**src/rtl/tff_counter_ctrl_pkg.sv**
```systemverilog
// -----------------------------------------------------------------------------
// tff_counter_ctrl_pkg
// Shared definitions for the TFF counter sequencer: the FSM state encoding and
// the encodings of the latched direction and mode controls.
// -----------------------------------------------------------------------------
package tff_counter_ctrl_pkg;

   typedef enum logic [1:0] {
      IDLE = 2'b00,
      LOAD = 2'b01,
      RUN  = 2'b10,
      DONE = 2'b11
   } state_e;

   localparam logic DIR_UP       = 1'b0;
   localparam logic DIR_DOWN     = 1'b1;
   localparam logic MODE_ONESHOT = 1'b0;
   localparam logic MODE_FREERUN = 1'b1;

endpackage

```
**src/rtl/tff_counter_ctrl_if.sv**
```systemverilog
// -----------------------------------------------------------------------------
// tff_counter_ctrl_if
// Control/observation bundle between the lab top level (master) and the
// counter sequencer (slave).
//   start, stop      run request / abort
//   dir, mode, limit run configuration, captured on an accepted start
//   busy, done       status (busy in LOAD/RUN, done one-cycle pulse)
//   count, t_vec     TFF bank outputs and the toggle vector applied this cycle
// -----------------------------------------------------------------------------
interface tff_counter_ctrl_if #(
   parameter int WIDTH = 4
);
   logic             start;
   logic             stop;
   logic             dir;
   logic             mode;
   logic [WIDTH-1:0] limit;
   logic             busy;
   logic             done;
   logic [WIDTH-1:0] count;
   logic [WIDTH-1:0] t_vec;

   modport master (
      output start, stop, dir, mode, limit,
      input  busy, done, count, t_vec
   );

   modport slave (
      input  start, stop, dir, mode, limit,
      output busy, done, count, t_vec
   );
endinterface

```
**src/rtl/tff_cell.sv**
```systemverilog
// -----------------------------------------------------------------------------
// tff_cell
// Single toggle flip-flop: q inverts on a rising clock edge whenever t is high.
//   clk  rising-edge clock
//   rst  synchronous active-high reset, clears q
//   t    toggle enable
//   q    stored bit
// -----------------------------------------------------------------------------
module tff_cell (
   input  logic clk,
   input  logic rst,
   input  logic t,
   output logic q
);

   logic q_q;
   logic q_d;

   always_comb begin
      q_d = q_q ^ t;
   end

   always_ff @(posedge clk) begin
      if (rst) begin
         q_q <= 1'b0;
      end else begin
         q_q <= q_d;
      end
   end

   assign q = q_q;

endmodule

```
**src/rtl/tff_counter_ctrl.sv**
```systemverilog
// -----------------------------------------------------------------------------
// tff_counter_ctrl
// Sequencer for a bank of WIDTH toggle flip-flops used as a programmable
// synchronous counter. Every change of the count happens through the toggle
// vector: LOAD presets the bank by toggling the bits that differ from the start
// value, RUN produces ripple-style up/down toggle patterns, and a terminal count
// either finishes the run (one-shot) or reloads the start value (free-run).
//   clk    rising-edge clock
//   rst    synchronous active-high reset
//   bus    slave side of tff_counter_ctrl_if:
//          start/stop/dir/mode/limit in, busy/done/count/t_vec out
// -----------------------------------------------------------------------------
module tff_counter_ctrl
   import tff_counter_ctrl_pkg::*;
#(
   parameter int WIDTH = 4
) (
   input  logic              clk,
   input  logic              rst,
   tff_counter_ctrl_if.slave bus
);

   localparam logic [1:0] S_IDLE = IDLE;
   localparam logic [1:0] S_LOAD = LOAD;
   localparam logic [1:0] S_RUN  = RUN;
   localparam logic [1:0] S_DONE = DONE;

   logic [1:0]       state_q, state_d;
   logic             dir_q,   dir_d;
   logic             mode_q,  mode_d;
   logic [WIDTH-1:0] limit_q, limit_d;
   logic             done_q,  done_d;

   logic [WIDTH-1:0] count;
   logic [WIDTH-1:0] t_vec;
   logic [WIDTH-1:0] start_val;
   logic [WIDTH-1:0] term_val;
   logic [WIDTH-1:0] step_vec;
   logic             at_term;

   // Up counting starts at 0 and ends at limit; down counting is the mirror.
   assign start_val = (dir_q == DIR_DOWN) ? limit_q : '0;
   assign term_val  = (dir_q == DIR_DOWN) ? '0 : limit_q;
   assign at_term   = (count == term_val);

   // Counting toggle pattern: a bit toggles when every lower bit is 1 (up)
   // or every lower bit is 0 (down). Bit 0 always toggles.
   always_comb begin
      step_vec    = '0;
      step_vec[0] = 1'b1;
      for (int i = 1; i < WIDTH; i++) begin
         step_vec[i] = step_vec[i-1] &
                       ((dir_q == DIR_DOWN) ? ~count[i-1] : count[i-1]);
      end
   end

   // Next-state, configuration capture and toggle vector. stop outranks the
   // terminal test, which outranks normal counting.
   always_comb begin
      state_d = state_q;
      dir_d   = dir_q;
      mode_d  = mode_q;
      limit_d = limit_q;
      done_d  = 1'b0;
      t_vec   = '0;

      case (state_q)
         S_IDLE: begin
            // start wins even when stop is also high here
            if (bus.start) begin
               dir_d   = bus.dir;
               mode_d  = bus.mode;
               limit_d = bus.limit;
               state_d = S_LOAD;
            end
         end

         S_LOAD: begin
            if (bus.stop) begin
               state_d = S_IDLE;
            end else begin
               t_vec   = count ^ start_val;
               state_d = S_RUN;
            end
         end

         S_RUN: begin
            if (bus.stop) begin
               state_d = S_IDLE;
            end else if (at_term) begin
               done_d = 1'b1;
               if (mode_q == MODE_ONESHOT) begin
                  state_d = S_DONE;
               end else begin
                  // reload; zero when the span is empty, giving done every cycle
                  t_vec = count ^ start_val;
               end
            end else begin
               t_vec = step_vec;
            end
         end

         S_DONE: begin
            state_d = S_IDLE;
         end

         default: begin
            state_d = S_IDLE;
         end
      endcase
   end

   always_ff @(posedge clk) begin
      if (rst) begin
         state_q <= S_IDLE;
         dir_q   <= 1'b0;
         mode_q  <= 1'b0;
         limit_q <= '0;
         done_q  <= 1'b0;
      end else begin
         state_q <= state_d;
         dir_q   <= dir_d;
         mode_q  <= mode_d;
         limit_q <= limit_d;
         done_q  <= done_d;
      end
   end

   for (genvar gi = 0; gi < WIDTH; gi++) begin : g_bank
      tff_cell u_cell (
         .clk (clk),
         .rst (rst),
         .t   (t_vec[gi]),
         .q   (count[gi])
      );
   end

   assign bus.busy  = (state_q == S_LOAD) || (state_q == S_RUN);
   assign bus.done  = done_q;
   assign bus.count = count;
   assign bus.t_vec = t_vec;

endmodule
```
**src/flat_wrapper.sv**
```systemverilog
// flat-port wrapper written by rule: the top's interface ports become plain ports
module tff_counter_ctrl_flat import tff_counter_ctrl_pkg::*;
#(
   parameter int WIDTH = 4
)
  (clk, rst, bus_start, bus_stop, bus_dir, bus_mode, bus_limit, bus_busy, bus_done, bus_count, bus_t_vec);
  tff_counter_ctrl_if #(.WIDTH(WIDTH)) bus_i ();
  input  logic clk;
  input  logic rst;
  input wire logic [$bits(bus_i.start)-1:0] bus_start;
  input wire logic [$bits(bus_i.stop)-1:0] bus_stop;
  input wire logic [$bits(bus_i.dir)-1:0] bus_dir;
  input wire logic [$bits(bus_i.mode)-1:0] bus_mode;
  input wire logic [$bits(bus_i.limit)-1:0] bus_limit;
  output wire logic [$bits(bus_i.busy)-1:0] bus_busy;
  output wire logic [$bits(bus_i.done)-1:0] bus_done;
  output wire logic [$bits(bus_i.count)-1:0] bus_count;
  output wire logic [$bits(bus_i.t_vec)-1:0] bus_t_vec;
  assign bus_i.start = bus_start;
  assign bus_i.stop = bus_stop;
  assign bus_i.dir = bus_dir;
  assign bus_i.mode = bus_mode;
  assign bus_i.limit = bus_limit;
  assign bus_busy = bus_i.busy;
  assign bus_done = bus_i.done;
  assign bus_count = bus_i.count;
  assign bus_t_vec = bus_i.t_vec;
  tff_counter_ctrl #(.WIDTH(WIDTH)) u_core (.clk(clk), .rst(rst), .bus(bus_i));
endmodule
```
**config.mk**
```make
export PLATFORM = sky130hd
export DESIGN_NAME = tff_counter_ctrl_flat
export DESIGN_NICKNAME = d
export VERILOG_FILES = /design/src/rtl/tff_counter_ctrl_pkg.sv /design/src/rtl/tff_counter_ctrl_if.sv /design/src/rtl/tff_cell.sv /design/src/rtl/tff_counter_ctrl.sv /design/src/flat_wrapper.sv
export SDC_FILE = /design/constraint.sdc
export NUM_CORES = 1
export LEC_CHECK = 0
export ABC_AREA = 1
export BUFFER_PORTS_ARGS = -buffer_cell sky130_fd_sc_hd__buf_2
export CORE_MARGIN = 5
export CORE_UTILIZATION = 35
export CTS_CLUSTER_DIAMETER = 120
export CTS_CLUSTER_SIZE = 24
export DETAILED_ROUTE_END_ITERATION = 8
export GPL_TIMING_DRIVEN = 0
export SYNTH_ARGS = -nofsm -noshare
export SYNTH_HDL_FRONTEND = slang
export SYNTH_SLANG_ARGS = --single-unit
```
**constraint.sdc**
```tcl
create_clock -name clk -period 2 [get_ports clk]
set_clock_uncertainty 0.15 [all_clocks]
set_input_delay 0.2 -clock clk [delete_from_list [all_inputs] [get_ports clk]]
set_output_delay 0.2 -clock clk [all_outputs]
set_load 0.005 [all_outputs]
```
==> flow_metrics.env <==
export IMPL_critical_path_max_stage_delay_ps=330
export IMPL_critPathBufInv=6
export IMPL_initialDrtViolationCount=20
export IMPL_synth_seq_cells=13
export IMPL_worst_pin_slew_ps=337
export IMPL_path_clk_slew_ps=80
export IMPL_clockBufferDepth=2
export IMPL_violations="setup timing"
export IMPL_relSlewSlack_pct=77.5
export IMPL_met2_usage_pct=24.0
export IMPL_critical_path_cell_chain="buf_6 > inv_8 > nand2_2 > nand2_2 > nand2_2 > nor2_4 > buf_6 > nand3_4 > nand2_4 > nand2_2 > nand2_2 > inv_2 > buf_6 > buf_6"
export IMPL_fin_area_sq_um=1420
export IMPL_yosys_area_top_type="dfxtp_1"
export IMPL_multi_input_area_sq_um=652
export IMPL_fin_crit_sh_pct=108
export IMPL_layout_min_cycle_time_ps=2160
export IMPL_p_per_area_nw_per_um2=513
export IMPL_coreArea_sq_um=2760
export IMPL_die_area_sq_um=4030
export IMPL_first_global_vias=1045
export IMPL_hp_class="input port to register"
export IMPL_grt_start_max_net_pins=11
export IMPL_status="complete, but fails checks"
export IMPL_stdcell_count=224
export IMPL_firstDrtPassIters=4
export IMPL_place_ws_ps=35.9
export IMPL_drv_cap=0
export IMPL_ys_async_sr_fraction_pct=0
export IMPL_cts_root_buffer="clkbuf_4"
export IMPL_p_sw_uw=252
export IMPL_ys_types=24
export IMPL_slew_violations=0
export IMPL_ios=20
export IMPL_io_buffer_count=19
export IMPL_required_ps=1650
export IMPL_rsz0062_at_grt="yes"
export IMPL_grtUsageTotal_pct=12.6
export IMPL_grt_busiest_layer="met2"
export IMPL_syn2layout_area_growth_pct=41.2
export IMPL_syn_num_nets=170
export IMPL_row_count=19
export IMPL_finalHoldViolations=0
export IMPL_numCtsBuffers=3
export IMPL_p_int_uw=475
export IMPL_grt_pass1_wl_um=4180
export IMPL_end_kind="output port"
export IMPL_cp_common_cell="nand2_2"
export IMPL_grt_use_met3_pct=2.13
export IMPL_yosysTopAreaCellShare_pct=26.0
export IMPL_cts_tree="built"
export IMPL_yosys_warnings=0
export IMPL_synth_area_leaders="dfxtp_1, nand2_1, inv_1"
export IMPL_seq_area_frac_synth_pct=26.0
export IMPL_max_freq_mhz=464
export IMPL_die_w_um=63.5
export IMPL_syn_avg_cell_area_sq_um=6.42
export IMPL_seqPwrFrac_pct=39.9
export IMPL_nNetsFinal=208
export IMPL_gp_congestion=0.812
export IMPL_die_h_um=63.5
export IMPL_synth_edf_count=0
export IMPL_leakage_nw=0.753
export IMPL_antenna_left=0
export IMPL_ir_worst_vdd_mv=0.323
export IMPL_whs_ps=33.4
export IMPL_vias=1026
export IMPL_wire_per_inst_um=10.9
export IMPL_p_clk_share_pct=22.3
export IMPL_synth_common_cells="nand2_1, inv_1, nor2_1"
export IMPL_cp_max_fo=7
export IMPL_drive_above_1_share_pct=45.6
export IMPL_cts_sinks=13
export IMPL_ys_flop_type="dfxtp_1"
export IMPL_start_kind="register"
export IMPL_seqCellArea_sq_um=264
export IMPL_synth_area_sq_um=1000
export IMPL_post_dp_hpwl_um=1670
export IMPL_vias_per_cell=4.58
export IMPL_insertion_delay_ps=270
export IMPL_yosysMostFrequentCell="nand2_1"
export IMPL_h_tree_depth=1
export IMPL_cp_slowest_cell="dfxtp_2"
export IMPL_p_sw_share_pct=34.7
export IMPL_grt_overflow_total=0
export IMPL_post_dp_cell_area_sq_um=1140
export IMPL_crit_family="simple AND/OR/NAND/NOR gates"
export IMPL_netlist_instances=156
export IMPL_setup_slack_ps=-155
export IMPL_finalWirelength_um=2440
export IMPL_fillCellCount=275
export IMPL_setup_viol=5
export IMPL_worstPathArrival_ps=1810
export IMPL_start_util_pct=36.3
export IMPL_post_place_cells=206
export IMPL_use_met1_pct=13.2
export IMPL_drc=0
export IMPL_antenna_found_initial=0
export IMPL_comb_power_share_pct=37.7
export IMPL_n_antenna_cell=0
export IMPL_worstSetupPathType="register to output port"
## layout by cell type (no fill, tap or decap), drive strengths merged, types with 2 or more instances in the layout
master / count
nand2: 49
buf: 44
inv: 23
nor2: 18
dfxtp: 13
o21ai: 12
a21oi: 10
nand3: 8
xor2: 4
ha: 4
clkbuf: 4
nor3: 2
## stage by stage
step / TNS, ps / util, % / power (mW)
after floorplan: 0 / - / 0.442
after global routing: -1220 / 51.3 / 0.780
after detailed placement: 0 / 41.2 / 0.486
after global placement: 0 / 41.2 / 0.481
final: -607 / 51.3 / 0.726
after CTS: -853 / 49.4 / 0.720
## sequential cells by signal, indices dropped and copies added (netlist names)
signal and cells:
u_core.state_q 2, u_core.g_bank.u_cell.q 4, u_core.limit_q 4, u_core.dir_q 1, u_core.bus.done 1, u_core.mode_q 1
## per-layer routing
layer	routed length, um	vias to the layer above
li1	-	546
met1	970	459
met2	1330	17
met3	115	4
met4	27	0
met5	0	-
## power by group through the flow
stage | sequential [mW] | combinational [mW] | clock (mW)
global placement | 0.293 | 0.188 | 0
finish | 0.290 | 0.274 | 0.162
detailed placement | 0.294 | 0.192 | 0
CTS | 0.289 | 0.259 | 0.173
floorplan | 0.291 | 0.151 | 0
global route | 0.293 | 0.304 | 0.183
## cells by family after synthesis
family                     count (synthesis)  share of synthesized area (%)
adders and majority gates                  4                           4.99
and+or+nand+nor                           78                           36.3
xor gates and xnor gates                   4                           3.50
DFF                                       13                           26.0
buffers and inverters                     35                           17.9
AOI/OAI and AO/OA                         22                           11.4
## worst min-delay path, delay by kind of cell
family          cells  cell delay, ps
compound gates      1              70
buf+inv             1              70
simple gates        1              80
## path summary, 6_finish.rpt
path                                   from                                    to  slack, ps  cells past startpoint
max               u_core.dir_q$_SDFFE_PP0P_                          bus_t_vec[0]       -160                     14
min                            bus_limit[2]        u_core.limit_q[2]$_SDFFE_PP0P_         30                      3
max reg2reg       u_core.dir_q$_SDFFE_PP0P_  u_core.g_bank[1].u_cell.q$_SDFF_PP0_       -140                     18
min reg2reg  u_core.state_q[1]$_SDFFE_PP0P_        u_core.state_q[1]$_SDFFE_PP0P_        340                      2
## what timing repair did
action	CTS	global route
gates resized for setup	25	16
hold buffers	1	0
gates cloned	1	0
pin swaps	13	20
buffers inserted	16	3
setup endpoints to repair	4	6
endpoints found under the hold margin	2	0
## cell type report
class / instances / share of cell area (%)
buffer: 8 / 4.60
clock buffer: 4 / 1.86
inverter: 23 / 6.63
multi-input combinational: 108 / 46.1
sequential: 13 / 18.7
tap: 31 / 2.74
timing repair buffer: 37 / 19.5
Note: power is estimated with default switching activity, not from simulation.
